<file path="src/rtl/vticket_scheduler.sv">
// Vector ticket issue controller: tracks in-flight tickets in a pending bitmap,
// throttles issue at the in-flight limit and drains before admitting a reconfigure.
module vticket_scheduler #(
  parameter int VECTOR_TICKET_BITS = 4,
  parameter int MAX_INFLIGHT       = (1 << VECTOR_TICKET_BITS) - 1
) (
  input  logic                          clk_i,
  input  logic                          rstn_i,
  input  logic                          valid_i,
  input  logic                          reconfigure_i,
  output logic                          issue_ready_o,
  input  logic                          issued_i,
  input  logic [VECTOR_TICKET_BITS-1:0] issued_ticket_i,
  input  logic                          ex_done_i,
  input  logic [VECTOR_TICKET_BITS-1:0] ex_done_ticket_i,
  input  logic                          mem_done_i,
  input  logic [VECTOR_TICKET_BITS-1:0] mem_done_ticket_i,
  input  logic [VECTOR_TICKET_BITS-1:0] query_ticket_i,
  output logic                          query_pending_o,
  output logic [VECTOR_TICKET_BITS:0]   inflight_cnt_o,
  output logic                          draining_o,
  output logic                          err_o,
  output logic                          is_idle_o
);
  localparam int T = VECTOR_TICKET_BITS;
  localparam int N = 1 << T;
  localparam logic [T:0] MAX_C = (T+1)'(MAX_INFLIGHT);

  typedef enum logic [1:0] {RUN, DRAIN, GRANT} state_e;

  state_e         state_q, state_d;
  logic [N-1:0]   pend_q, pend_d, clr_oh, set_oh, after_clr;
  logic [T:0]     cnt_q, cnt_d;
  logic           err_q, err_d;
  logic           set_en, issue_set, ex_hit, mem_hit, same_done;
  logic [1:0]     n_clr;
  logic           e_zero, e_dup, e_ex, e_mem, e_rdy, e_drop;

  assign set_en = issued_i && (state_q == RUN);

  // Ticket 0 is reserved and can never become pending.
  assign clr_oh[0] = 1'b0;
  assign set_oh[0] = 1'b0;
  for (genvar i = 1; i < N; i++) begin : g_bit
    assign clr_oh[i] = (ex_done_i  && (ex_done_ticket_i  == T'(i))) ||
                       (mem_done_i && (mem_done_ticket_i == T'(i)));
    assign set_oh[i] = set_en && (issued_ticket_i == T'(i));
  end

  // Completions apply before issue so a retire-and-reissue leaves the bit set.
  assign after_clr = pend_q & ~clr_oh;
  assign pend_d    = after_clr | set_oh;

  assign ex_hit    = ex_done_i  && pend_q[ex_done_ticket_i];
  assign mem_hit   = mem_done_i && pend_q[mem_done_ticket_i];
  assign same_done = ex_done_i && mem_done_i && (ex_done_ticket_i == mem_done_ticket_i);
  assign n_clr     = 2'(ex_hit) + 2'(mem_hit && !same_done);
  assign issue_set = |(set_oh & ~after_clr);
  assign cnt_d     = cnt_q + (T+1)'(issue_set) - (T+1)'(n_clr);

  assign e_zero = set_en && (issued_ticket_i == '0);
  assign e_dup  = set_en && (issued_ticket_i != '0) && after_clr[issued_ticket_i];
  assign e_ex   = ex_done_i  && !pend_q[ex_done_ticket_i];
  assign e_mem  = mem_done_i && !pend_q[mem_done_ticket_i];
  assign e_rdy  = issued_i && !issue_ready_o;

  always_comb begin
    state_d       = state_q;
    issue_ready_o = 1'b0;
    draining_o    = 1'b0;
    e_drop        = 1'b0;
    case (state_q)
      RUN: begin
        if (valid_i && reconfigure_i) begin
          state_d = (cnt_q == '0) ? GRANT : DRAIN;
        end else begin
          issue_ready_o = (cnt_q < MAX_C);
        end
      end
      DRAIN: begin
        draining_o = 1'b1;
        if (!valid_i) begin
          state_d = RUN;
          e_drop  = 1'b1;
        end else if (cnt_q == '0) begin
          state_d = GRANT;
        end
      end
      GRANT: begin
        issue_ready_o = 1'b1;
        if (issued_i) state_d = RUN;
      end
      default: state_d = RUN;
    endcase
  end

  assign err_d = err_q | e_zero | e_dup | e_ex | e_mem | e_rdy | e_drop;

  always_ff @(posedge clk_i or negedge rstn_i) begin
    if (!rstn_i) begin
      state_q <= RUN;
      pend_q  <= '0;
      cnt_q   <= '0;
      err_q   <= 1'b0;
    end else begin
      state_q <= state_d;
      pend_q  <= pend_d;
      cnt_q   <= cnt_d;
      err_q   <= err_d;
    end
  end

  assign query_pending_o = (query_ticket_i != '0) && pend_q[query_ticket_i];
  assign inflight_cnt_o  = cnt_q;
  assign err_o           = err_q;
  assign is_idle_o       = (state_q == RUN) && (cnt_q == '0) && !valid_i;

endmodule

</file>
<file path="config.mk">
export PLATFORM = sky130hd
export DESIGN_NAME = vticket_scheduler
export DESIGN_NICKNAME = d
export VERILOG_FILES = /design/src/rtl/vticket_scheduler.sv
export SDC_FILE = /design/constraint.sdc
export NUM_CORES = 1
export LEC_CHECK = 0
export BUFFER_PORTS_ARGS = -buffer_cell sky130_fd_sc_hd__buf_2
export CAP_MARGIN = 5
export CELL_PAD_IN_SITES_DETAIL_PLACEMENT = 1
export CELL_PAD_IN_SITES_GLOBAL_PLACEMENT = 1
export CORE_ASPECT_RATIO = 1.75
export CORE_MARGIN = 10
export CORE_UTILIZATION = 40
export DETAILED_ROUTE_END_ITERATION = 8
export MAX_ROUTING_LAYER = met4
export PLACE_DENSITY_LB_ADDON = 0.1
export RECOVER_POWER = 25
export SKIP_CTS_REPAIR_TIMING = 1
export SLEW_MARGIN = 10
export SYNTH_ARGS = -nofsm -noshare
export SYNTH_HDL_FRONTEND = slang
export SYNTH_SLANG_ARGS = --single-unit
export TNS_END_PERCENT = 5
</file>
<file path="constraint.sdc">
create_clock -name clk_i -period 3.2 [get_ports clk_i]
set_input_delay 0.16 -clock clk_i [delete_from_list [all_inputs] [get_ports clk_i]]
set_output_delay 0.16 -clock clk_i [all_outputs]
set_load 0.01 [all_outputs]
</file>
; After elaboration in Yosys (flattened, before gate mapping)
; Index checks and enable logic that the tools add are counted.
[word_totals]
out_inout_bits = 10
ff_bits = 24
in_bits = 23
word_cells = 181
[op_classes]
reduce_logical = 88
bitwise_logic = 11
n_lt_le_gt_ge = 5
n_mux = 19
addsub = 3
eq_ne = 51
[ops]
columns = cell, count
row1 = $eq 4x4->1 const B, 24
row2 = $logic_and 1x1->1, 61
row3 = $eq 4x3->1 const B, 12
row4 = $and 16x16->16, 2
row5 = $not 16->16, 2
row6 = $eq 4x2->1 const B, 6
row7 = $lt 4x5->1 const B, 4
row8 = $bmux 1 s4, 4
row9 = $or 16x16->16, 1
row10 = $reduce_or 16->1, 1
row11 = $logic_or 1x1->1, 15
row12 = $eq 4x1->1 const B, 3
row13 = $mux 2, 5
row14 = $mux 1, 8
row15 = $reduce_bool 4->1, 2
row16 = $or 1x1->1, 6
row17 = $pmux 2 s3, 1
row18 = $add 5x1->5, 1
row19 = $logic_not 1->1, 5
row20 = $logic_not 5->1, 1
row21 = $lt 5x4->1 const B, 1
row22 = $sub 5x2->5, 1
row23 = $eq 4x4->1, 1
row24 = $logic_not 4->1, 1
row25 = 9 further kinds, 9

; Logic depth before layout (Yosys ltp)
; Gate-level depths: netlist (run 1).
[depth]
depth_word = 13
ltp_mapped = 15
mapped_depth_nobuf = 13

; Least setup slack after synthesis (run 1)
; No wires, ideal clock.
[synth_timing]
path_kind = register to register
from = register pend_q[9]
to = register cnt_q[3], in the netlist inflight_cnt_o[3]
path_slack_ps = 188
path_stages_with_launch = 10
setup_time_ps = 123
arrival_ps = 2890
synth_period_minus_slack_ps = 3012
required_ps = 3077
path_cell_list = dfrtp_1 > mux4_1 > mux4_2 > and2_1 > fa_1 > inv_1 > ha_1 > ha_1 > fa_1 > xnor2_1
[synth_via]
elab_chain_cells = 6
word_cells_on_any_way = 14
[synth_rtl]
columns = element, line
row1 = from (decl), 32  ; logic [N-1:0] pend_q, pend_d, clr_oh, set_oh, after_clr;
row2 = from (signal assigned), 107  ; pend_q <= pend_d;
row3 = $and 16x16->16 or $bmux 1 s4 (tied branches), "51, 55"
row4 = $not 16->16 or $mux 1 (tied branches), "58, 55"
row5 = $and 16x16->16 or $logic_and 1x1->1 (tied branches), "58, 55"
row6 = $reduce_or 16->1 or $logic_and 1x1->1 (tied branches), "58, 57"
row7 = $add 5x1->5 or $add 1x1->2 (tied branches), "59, 57"
row8 = $sub 5x2->5 (*), 59  ; assign cnt_d = cnt_q + (T+1)'(issue_set) - (T+1)'(n_clr);
row9 = via cnt_d[3], 33  ; logic [T:0] cnt_q, cnt_d;
row10 = to (signal assigned), 108  ; cnt_q <= cnt_d;
row11 = to (decl), 33
; The timed path passes the listed nets; every way through them passes the cells marked *. The select of a mux whose other input is x is not followed.
; A chain may end at the register's enable or synchronous reset.

; Final worst setup path (run 1)
[layout_timing]
from = register pend_q[5]
to = register cnt_q[2], in the netlist inflight_cnt_o[2]
; The elaborated chain is that of the path after synthesis.

==> results of run 1 <==
==> final cells by class <==
class / count / area (µm²)
repair buffers: 48 / 281.5
multi-input cells: 178 / 1435
fillers: 666 / 2793
clock buffers: 4 / 45.04
inverters: 15 / 56.30
flip-flops and latches: 23 / 575.6
well taps: 55 / 68.82
==> worst max-delay path by stage <==
stage	start	end	slack (ps)	depth (start not counted)
4_1_cts	pend_q[5]$_DFF_PN0_	inflight_cnt_o[3]$_DFF_PN0_	40	9
3_5_place_dp	ex_done_ticket_i[0]	inflight_cnt_o[3]$_DFF_PN0_	20	10
6_report	pend_q[5]$_DFF_PN0_	inflight_cnt_o[2]$_DFF_PN0_	80	8
2_1_floorplan	pend_q[9]$_DFF_PN0_	inflight_cnt_o[3]$_DFF_PN0_	190	9
3_3_place_gp	ex_done_ticket_i[0]	inflight_cnt_o[3]$_DFF_PN0_	50	10
5_1_grt	pend_q[13]$_DFF_PN0_	inflight_cnt_o[4]$_DFF_PN0_	-30	11
==> layout by cell type (no fill, tap or decap), drive strengths merged, types with 3 or more instances in the layout <==
cell,count
buf,46
nor3,3
nand3,12
o221ai,3
xor2,6
nor2,13
dfrtp,23
nor4,3
o21ai,18
nor2b,6
nand2b,8
xnor2,3
nand4,9
inv,14
mux2i,5
mux4,12
clkbuf,5
o22ai,6
nand2,21
ha,7
a21oi,7
or2,5
==> sequential cells by signal, summed over array words and instances (netlist names) <==
name,flops
state_q,2
inflight_cnt_o,5
pend_q,15
err_o,1
==> metal layers <==
layer | up-vias | global-route usage
met3 | 19 | 0.01857
met4 | 0 | 0.08294
met2 | 57 | 0.3161
met5 | - | -
met1 | 1019 | 0.1689
li1 | 944 | -
==> power by group through the flow <==
stage	Clock (mW)	Combinational, mW	Sequential, mW
after floorplan	0	0.405	0.456
after global placement	0	0.625	0.465
after detailed placement	0	0.644	0.465
after CTS	0.189	0.643	0.461
after global routing	0.201	0.722	0.472
final	0.184	0.633	0.460
==> kinds of logic after synthesis <==
kind of cell,after synthesis,share of synthesized area
simple gates,87,0.2193
mux,19,0.1664
buf+inv,29,0.07599
compound gates,54,0.1785
flops,23,0.2648
fa+ha+maj,9,0.05872
xor+xnor,9,0.03627
==> worst reg2reg max path, cell delays in order, from the launching register on <==
cell	delay [ps]
dfrtp_1	420
mux4_1	510
mux4_2	470
and2_1	210
fa_1	490
inv_1	40
ha_1	190
ha_1	210
fa_2	520
==> per-stage QoR <==
stage          utilization  TNS (ps)  setup WS, ps  power (mW)  cell area [µm²]
2_1_floorplan            -         0         187.9      0.8608             2173
3_3_place_gp        0.4579         0         50.91       1.090             2406
3_5_place_dp        0.4579         0         19.87       1.110             2406
4_1_cts             0.4664         0         37.93       1.293             2451
5_1_grt             0.4686    -29.93        -29.93       1.395             2462
6_report            0.4686         0         77.44       1.278             2462
==> results.sh, run 1 <==
export IMPL_yosysWarnings=0
export IMPL_slowest_delay_ps=520
export IMPL_hold_end="state_q[1]$_DFFE_PN0P_"
export IMPL_synth_commonest_cells="dfrtp_1 (23), nand2_1 (20), o21ai_0 (18)"
export IMPL_vdd_ir_drop_max_v=0.0003417
export IMPL_worst_clock_skew_ps=2.069
export IMPL_htreeDepth=1
export IMPL_synth_area_leaders="dfrtp_1 (26%), mux4_2 (7.3%), mux4_1 (6.0%), o21ai_0 (4.1%), ha_1 (4.0%)"
export IMPL_final_hold_violation_count=0
export IMPL_syn_num_nets=262
export IMPL_r2r_slack_ps=80
export IMPL_grt_ovfl_total=0
export IMPL_clockBufferDepth=2
export IMPL_whs_ps=115.1
export IMPL_worst_slew_pin_slew_ps=1265
export IMPL_postSynth_asyncResetShare=1.000
export IMPL_p_switching_uw=515.9
export IMPL_synth_distinct_cells=53
export IMPL_numCtsBuffers=3
export IMPL_drtPass1Iterations=4
export IMPL_wl_met3_um=262
export IMPL_die_h_um=117.5
export IMPL_syn_avg_cell_area_um2=9.449
export IMPL_crit_fanout=4
export IMPL_clock_power_share=0.144
export IMPL_critPathBufInv=1
export IMPL_arrival_ps=3330
export IMPL_power_density_mw_per_mm2=518.9
export IMPL_sequentialPowerShare=0.360
export IMPL_vias_per_cell=6.313
export IMPL_finalCriticalPeriod_ps=3123
export IMPL_cts_tree="done"
export IMPL_placed_cells=318
export IMPL_period_share=0.9758
export IMPL_routed_top_layer="met4"
export IMPL_r2r_end="inflight_cnt_o[2]$_DFF_PN0_"
export IMPL_p_leak_nw=1.060
export IMPL_drtAntennaViolNets=0
export IMPL_synthCells=230
export IMPL_clock_fmax_mhz=320.3
export IMPL_status="completed"
export IMPL_fin_cells=323
export IMPL_clk_pin_slew_ps=80
export IMPL_combPwrFrac=0.496
export IMPL_die_area_mm2=0.008898
export IMPL_met1_length_mm=2.450
export IMPL_place_gp_congestion=0.8887
export IMPL_wl_per_cell_um=22.35
export IMPL_cpMaxStageDelayCell="fa_2"
export IMPL_cp_cell_sequence="mux4_1, mux4_2, and2_1, fa_1, inv_1, ha_1, ha_1, fa_2"
export IMPL_cpLargestDelayFamily="adder cells"
export IMPL_core_area_mm2=0.005255
export IMPL_reg2reg_from="pend_q[5]$_DFF_PN0_"
export IMPL_syn_area_mm2=0.002173
export IMPL_antenna_found_initial=0
export IMPL_grt_usage=0.1731
export IMPL_area_delta_synth_final_pct=13.30
export IMPL_setup_violations=0
export IMPL_die_w_um=75.72
export IMPL_num_antenna_cells=0
export IMPL_synth_edff_count=0
export IMPL_ys_ff_latch=23
export IMPL_numPortBuffers=32
export IMPL_swShare=0.4038
export IMPL_ys_seq_area_frac=0.2648
export IMPL_hp_start="issued_i"
export IMPL_initial_utilization=0.4136
export IMPL_worstSetupPathType="reg2reg"
export IMPL_clockRootBuffer="clkbuf_8"
export IMPL_grt_max_degree=24
export IMPL_num_io_pins=33
export IMPL_drt_iter0_drc=102
export IMPL_cp_end_kind="flop"
export IMPL_yosys_area_top_type_share=0.2648
export IMPL_rows=35
export IMPL_rsz0062_at_grt="true"
export IMPL_drc_errors=0
export IMPL_min_path_type="in2reg"
export IMPL_holdPathStages=2
export IMPL_reg2regPathDepth=8
export IMPL_ys_flop_type="dfrtp_1"
export IMPL_vias=2039
export IMPL_drive_gt1_frac=0.2612
export IMPL_dr_wl_met2_mm=4.201
export IMPL_grt_pass1_wl_mm=11.76
export IMPL_routed_wirelength_mm=7.220
export IMPL_startpoint_type="flop"
export IMPL_yosys_area_top_type="dfrtp_1"
export IMPL_maxCapViolations=0
export IMPL_cts_sinks=23
export IMPL_clock_latency_ps=270
export IMPL_place_hpwl_mm=6.184
export IMPL_grt_pass1_vias=2300
export IMPL_relSlewSlack=0.1569
export IMPL_yosysMostFrequentCell="dfrtp_1"
export IMPL_final_nets=301
export IMPL_crit_path_frequent_cell="ha_1"
export IMPL_drv_slew=0
export IMPL_p_int_uw=761.8
export IMPL_worst_ep_required_time_ps=3410
Note: power is estimated with default switching activity, not from simulation.
==> inputs of run 2 (changes only) <==
--- a/config.mk
+++ b/config.mk
@@ -16,6 +16,7 @@
 export MAX_ROUTING_LAYER = met4
 export PLACE_DENSITY_LB_ADDON = 0.1
 export RECOVER_POWER = 25
+export SETUP_SLACK_MARGIN = 0.15
 export SKIP_CTS_REPAIR_TIMING = 1
 export SLEW_MARGIN = 10
 export SYNTH_ARGS = -nofsm -noshare
==> run 2 against run 1 <==
Cell count rose by 0.62%. Sequential power barely moved. Largest cell class unchanged. Critical endpoint unchanged. Die area stayed put. Clock power hardly changed. Clock skew down 1.0 ps.
==> results.sh, run 2 (same netlist as run 1, synthesis figures left out) <==
export IMPL_sequentialPowerShare=0.350
export IMPL_rsz0062_at_grt="true"
export IMPL_clock_latency_ps=260
export IMPL_layout_common_cells="buf_2 (31), dfrtp_1 (23), nand2_1 (20)"
export IMPL_clk_pin_slew_ps=80
export IMPL_place_hpwl_mm=6.184
export IMPL_preCtsSetupSlack_ps=19.87
export IMPL_final_seq_area_um2=575.6
export IMPL_die_w_um=75.72
export IMPL_largest_register="pend_q"
export IMPL_placed_cells=318
export IMPL_cts_sinks=23
export IMPL_grt_pass1_vias=2300
export IMPL_drv_slew=0
export IMPL_num_io_pins=33
export IMPL_die_h_um=117.5
export IMPL_drc_errors=0
export IMPL_worst_clock_skew_ps=1.058
export IMPL_period_share=0.9433
export IMPL_clockBufferDepth=2
export IMPL_final_nets=303
export IMPL_drtAntennaViolNets=0
export IMPL_largest_reg_flops=15
export IMPL_worst_slew_pin_slew_ps=1319
export IMPL_wl_per_cell_um=22.80
export IMPL_place_gp_congestion=0.8887
export IMPL_cts_tree="done"
export IMPL_fin_tns_setup_ps=0
export IMPL_holdPathStages=2
export IMPL_numPortBuffers=32
export IMPL_core_area_mm2=0.005255
export IMPL_grt_max_degree=24
export IMPL_maxCapViolations=0
export IMPL_clock_power_share=0.139
export IMPL_reg2regPathDepth=8
export IMPL_worstSetupPathType="reg2reg"
export IMPL_r2r_end="inflight_cnt_o[2]$_DFF_PN0_"
export IMPL_cpMaxStageDelayCell="fa_2"
export IMPL_startpoint_type="flop"
export IMPL_drive_gt1_frac=0.2963
export IMPL_grt_usage=0.1731
export IMPL_p_int_uw=785.8
export IMPL_arrival_ps=3230
export IMPL_p_leak_nw=1.053
export IMPL_worst_ep_required_time_ps=3410
export IMPL_r2r_slack_ps=180
export IMPL_area_delta_synth_final_pct=14.45
export IMPL_setup_violations=0
export IMPL_crit_path_frequent_cell="mux4_2"
export IMPL_htreeDepth=1
export IMPL_routed_wirelength_mm=7.410
export IMPL_multi_input_area_mm2=0.001445
export IMPL_combPwrFrac=0.511
export IMPL_clockRootBuffer="clkbuf_8"
export IMPL_reg2reg_from="pend_q[7]$_DFF_PN0_"
export IMPL_initial_utilization=0.4136
export IMPL_setup_ws_ps=181.3
export IMPL_vdd_ir_drop_max_v=0.0003462
export IMPL_numCtsBuffers=3
export IMPL_cp_end_kind="flop"
export IMPL_cp_cell_sequence="mux4_2, mux4_2, and2_4, fa_1, inv_1, ha_2, ha_4, fa_2"
export IMPL_p_switching_uw=539.8
export IMPL_rows=35
export IMPL_swShare=0.4072
export IMPL_final_common_cell="buf_2"
export IMPL_grt_pass1_wl_mm=11.76
export IMPL_finalCriticalPeriod_ps=3019
export IMPL_slowest_delay_ps=510
export IMPL_power_density_mw_per_mm2=533.0
export IMPL_fin_cells=325
export IMPL_drt_iter0_drc=162
export IMPL_min_path_type="in2reg"
export IMPL_num_antenna_cells=0
export IMPL_crit_fanout=4
export IMPL_fillCellCount=668
export IMPL_final_hold_violation_count=0
export IMPL_relSlewSlack=0.1204
export IMPL_grt_ovfl_total=0
export IMPL_vias_per_cell=6.338
export IMPL_status="completed"
export IMPL_antenna_found_initial=0
export IMPL_vias=2060
export IMPL_die_area_mm2=0.008898
export IMPL_hp_start="issued_i"
export IMPL_hold_end="state_q[1]$_DFFE_PN0P_"
export IMPL_drtPass1Iterations=4
export IMPL_clock_fmax_mhz=331.3
-- run 2: cell count changes in the layout (fill, tap and decap cells not counted), sizes merged --
| cell | delta |
|---|---|
| buf | +2 |
-- run 2: power by group through the flow --
stage	combinational [mW]	sequential [mW]	clock, mW
after global placement	0.625	0.465	0
after floorplan	0.405	0.456	0
after CTS	0.643	0.461	0.189
final	0.678	0.463	0.185
after detailed placement	0.644	0.465	0
after global routing	0.769	0.474	0.201
-- run 2: worst max-delay path, delay by kind of cell, from the launching register on --
| kind | cells | cell delay, ps |
|---|---|---|
| buffers and inverters | 1 | 50 |
| adder cells (fa/ha/maj) | 4 | 1350 |
| multiplexers | 2 | 950 |
| AND/OR/NAND/NOR | 1 | 180 |
| flip-flops | 1 | 420 |
-- run 2: worst max path at each step --
stage / from / to / slack [ps] / cells after the start
floorplan: pend_q[9]$_DFF_PN0_ / inflight_cnt_o[3]$_DFF_PN0_ / 190 / 9
global placement: ex_done_ticket_i[0] / inflight_cnt_o[3]$_DFF_PN0_ / 50 / 10
detailed placement: ex_done_ticket_i[0] / inflight_cnt_o[3]$_DFF_PN0_ / 20 / 10
CTS: pend_q[5]$_DFF_PN0_ / inflight_cnt_o[3]$_DFF_PN0_ / 40 / 9
global route: pend_q[15]$_DFF_PN0_ / inflight_cnt_o[4]$_DFF_PN0_ / 60 / 11
finish: pend_q[7]$_DFF_PN0_ / inflight_cnt_o[2]$_DFF_PN0_ / 180 / 8
-- run 2: stage by stage --
| stage | total power, mW | util | hold WS [ps] | area (µm²) |
|---|---|---|---|---|
| 6_report | 1.326 | 0.4733 | 115.6 | 2487 |
| 3_5_place_dp | 1.110 | 0.4579 | 174.8 | 2406 |
| 5_1_grt | 1.444 | 0.4733 | 123.0 | 2487 |
| 3_3_place_gp | 1.090 | 0.4579 | 172.2 | 2406 |
| 4_1_cts | 1.293 | 0.4664 | -113.4 | 2451 |
| 2_1_floorplan | 0.8608 | - | -135.6 | 2173 |
-- run 2: final cells by class --
type / count / share of cell area
Inverter: 15 / 0.02264
Timing Repair Buffer: 50 / 0.1192
Tap cell: 55 / 0.02767
Clock buffer: 4 / 0.01811
Multi-Input combinational cell: 178 / 0.5810
Sequential cell: 23 / 0.2314
-- run 2: metal layers --
layer,vias to the layer above,wire (µm),GRT usage
li1,945,-,-
met1,1044,2561,0.1689
met2,52,4282,0.3161
met3,19,246,0.01857
met4,0,320,0.08294
met5,-,0,-
==> inputs of run 3 (changes only) <==
--- a/config.mk
+++ b/config.mk
@@ -5,13 +5,14 @@
 export SDC_FILE = /design/constraint.sdc
 export NUM_CORES = 1
 export LEC_CHECK = 0
+export ABC_AREA = 1
 export BUFFER_PORTS_ARGS = -buffer_cell sky130_fd_sc_hd__buf_2
 export CAP_MARGIN = 5
 export CELL_PAD_IN_SITES_DETAIL_PLACEMENT = 1
 export CELL_PAD_IN_SITES_GLOBAL_PLACEMENT = 1
 export CORE_ASPECT_RATIO = 1.75
 export CORE_MARGIN = 10
-export CORE_UTILIZATION = 40
+export CORE_UTILIZATION = 35
 export DETAILED_ROUTE_END_ITERATION = 8
 export MAX_ROUTING_LAYER = met4
 export PLACE_DENSITY_LB_ADDON = 0.1
==> run 3 against run 2 <==
Utilization fell by 5.2 points. Routed wire length rose by 7.8%. Sequential share of layout area rose by 1.1 points. Hold slack improved by 45 ps. Die area rose by 5.9%. Flip-flop and latch count did not move. Cell count rose by 38%. Register-to-register slack improved by 180 ps. Synthesized cell count rose by 45%. Sequential power barely moved.
==> results.sh, run 3 <==
export IMPL_swShare=0.4460
export IMPL_ys_ff_latch=23
export IMPL_clock_fmax_mhz=351.7
export IMPL_grt_max_degree=24
export IMPL_yosysWarnings=0
export IMPL_p_int_uw=687.1
export IMPL_worst_clock_skew_ps=5.735
export IMPL_holdPathStages=3
export IMPL_r2r_end="inflight_cnt_o[3]$_DFF_PN0_"
export IMPL_status="completed"
export IMPL_drtAntennaViolNets=0
export IMPL_grt_pass1_vias=2560
export IMPL_final_nets=404
export IMPL_clk_pin_slew_ps=90
export IMPL_startpoint_type="flop"
export IMPL_vias_per_cell=5.340
export IMPL_min_path_type="in2reg"
export IMPL_numPortBuffers=32
export IMPL_largest_reg_flops=15
export IMPL_place_hpwl_mm=6.910
export IMPL_grt_pass1_wl_mm=12.59
export IMPL_combPwrFrac=0.477
export IMPL_core_area_mm2=0.005630
export IMPL_period_share=0.8886
export IMPL_cts_tree="done"
export IMPL_synth_area_leaders="dfrtp_1 (28%), nand2_1 (17%), inv_1 (10%), o21ai_0 (8.8%), nand3_1 (8.6%)"
export IMPL_synth_distinct_cells=28
export IMPL_syn_num_nets=365
export IMPL_syn_avg_cell_area_um2=6.143
export IMPL_relSlewSlack=0.1253
export IMPL_final_common_cell="nand2_1"
export IMPL_die_w_um=77.79
export IMPL_drc_errors=0
export IMPL_p_leak_nw=1.216
export IMPL_place_gp_congestion=1.036
export IMPL_drtPass1Iterations=4
export IMPL_rsz0062_at_grt="false"
export IMPL_rows=36
export IMPL_area_delta_synth_final_pct=15.84
export IMPL_drive_gt1_frac=0.1159
export IMPL_hp_start="reconfigure_i"
export IMPL_clockBufferDepth=2
export IMPL_whs_ps=160.2
export IMPL_num_antenna_cells=0
export IMPL_ys_seq_area_frac=0.2813
export IMPL_htreeDepth=1
export IMPL_cpMaxStageDelayCell="fa_1"
export IMPL_num_io_pins=33
export IMPL_crit_fanout=5
export IMPL_numCtsBuffers=3
export IMPL_die_area_mm2=0.009423
export IMPL_wl_per_cell_um=17.87
export IMPL_die_h_um=121.1
export IMPL_worstSetupStartpoint="pend_q[1]$_DFF_PN0_"
export IMPL_antenna_found_initial=0
export IMPL_r2r_slack_ps=360
export IMPL_hold_end="state_q[0]$_DFFE_PN0P_"
export IMPL_arrival_ps=3040
export IMPL_syn_area_mm2=0.002046
export IMPL_cp_end_kind="flop"
export IMPL_drv_slew=0
export IMPL_reg2reg_from="pend_q[1]$_DFF_PN0_"
export IMPL_cts_sinks=23
export IMPL_initial_utilization=0.3633
export IMPL_worstSetupPathType="reg2reg"
export IMPL_layout_common_cells="nand2_1 (92), inv_1 (55), nor2_1 (41)"
export IMPL_cp_cell_sequence="inv_1, o22ai_1, o21ai_0, nand2_1, o21ai_0, a21oi_1, fa_1, ha_1, inv_1, ha_1, fa_1, xnor2_1"
export IMPL_drt_iter0_drc=136
export IMPL_clockRootBuffer="clkbuf_8"
export IMPL_clock_latency_ps=270
export IMPL_postSynth_asyncResetShare=1.000
export IMPL_vias=2387
export IMPL_final_hold_violation_count=0
export IMPL_vdd_ir_drop_max_v=0.0003943
export IMPL_worst_slew_pin_slew_ps=1312
export IMPL_synth_commonest_cells="nand2_1 (92), inv_1 (55), nor2_1 (41)"
export IMPL_reg2regPathDepth=12
export IMPL_maxCapViolations=0
export IMPL_setup_violations=0
export IMPL_synthCells=333
export IMPL_finalCriticalPeriod_ps=2843
export IMPL_p_switching_uw=553.1
export IMPL_largest_register="pend_q"
export IMPL_routed_wirelength_mm=7.988
export IMPL_worst_ep_required_time_ps=3390
export IMPL_grt_ovfl_total=0
export IMPL_grt_usage=0.1737
export IMPL_power_density_mw_per_mm2=523.3
export IMPL_synth_edff_count=0
export IMPL_fin_tns_setup_ps=0
export IMPL_yosys_area_top_type="dfrtp_1"
export IMPL_clock_power_share=0.149
export IMPL_ys_flop_type="dfrtp_1"
export IMPL_yosys_area_top_type_share=0.2813
export IMPL_yosysMostFrequentCell="nand2_1"
export IMPL_slowest_delay_ps=420
export IMPL_sequentialPowerShare=0.374
## run 3: area by class of cell
type / count / area [µm²]
Tap cell: 76 / 95.09
Clock inverter: 1 / 5.005
Inverter: 56 / 210.2
Sequential cell: 23 / 575.6
Fill cell: 801 / 3261
Timing Repair Buffer: 36 / 191.4
Clock buffer: 3 / 41.29
Multi-Input combinational cell: 252 / 1251
## run 3: how the worst max path moves through the flow
stage,to,slack (ps)
floorplan,inflight_cnt_o[3]$_DFF_PN0_,710
global placement,inflight_cnt_o[3]$_DFF_PN0_,390
detailed placement,inflight_cnt_o[3]$_DFF_PN0_,320
CTS,inflight_cnt_o[3]$_DFF_PN0_,340
global route,inflight_cnt_o[3]$_DFF_PN0_,150
finish,inflight_cnt_o[3]$_DFF_PN0_,360
## run 3: cells by family after synthesis
kind of cell    share of synthesized area
compound gates                     0.1737
simple gates                       0.3670
buf+inv                            0.1070
fa+ha+maj                         0.06238
flops                              0.2813
xor+xnor                         0.008564
## run 3: routing by layer
metal / vias up / GRT usage / part of all wire
met5: - / - / 0
met4: 0 / 0.1089 / 0.065
met3: 35 / 0.01706 / 0.021
met2: 65 / 0.3375 / 0.56
met1: 1128 / 0.1532 / 0.36
li1: 1159 / - / -
## run 3: per-stage QoR
stage / power [mW] / cells / setup WS, ps / instance area [µm²] / utilization
2_1_floorplan: 0.8241 / 333 / 706.6 / 2046 / -
3_3_place_gp: 1.051 / 442 / 389.0 / 2315 / 0.4111
3_5_place_dp: 1.069 / 442 / 320.1 / 2315 / 0.4111
4_1_cts: 1.257 / 446 / 335.6 / 2361 / 0.4193
5_1_grt: 1.352 / 447 / 153.2 / 2370 / 0.4209
6_report: 1.240 / 447 / 356.6 / 2370 / 0.4209
## run 3: worst max-delay path: cells and delay by family, from the launching register on
kind | cells | cell delay, ps
and+or+nand+nor | 1 | 100
buffers and inverters | 2 | 200
DFF | 1 | 380
AOI/OAI and AO/OA | 4 | 600
xor gates and xnor gates | 1 | 180
adders and majority gates | 4 | 1310
## run 3: power groups by stage
| stage | Clock [mW] | Combinational (mW) | Sequential, mW |
|---|---|---|---|
| floorplan | 0 | 0.371 | 0.454 |
| global placement | 0 | 0.582 | 0.469 |
| detailed placement | 0 | 0.602 | 0.468 |
| CTS | 0.187 | 0.606 | 0.463 |
| global route | 0.196 | 0.678 | 0.478 |
| finish | 0.185 | 0.592 | 0.463 |
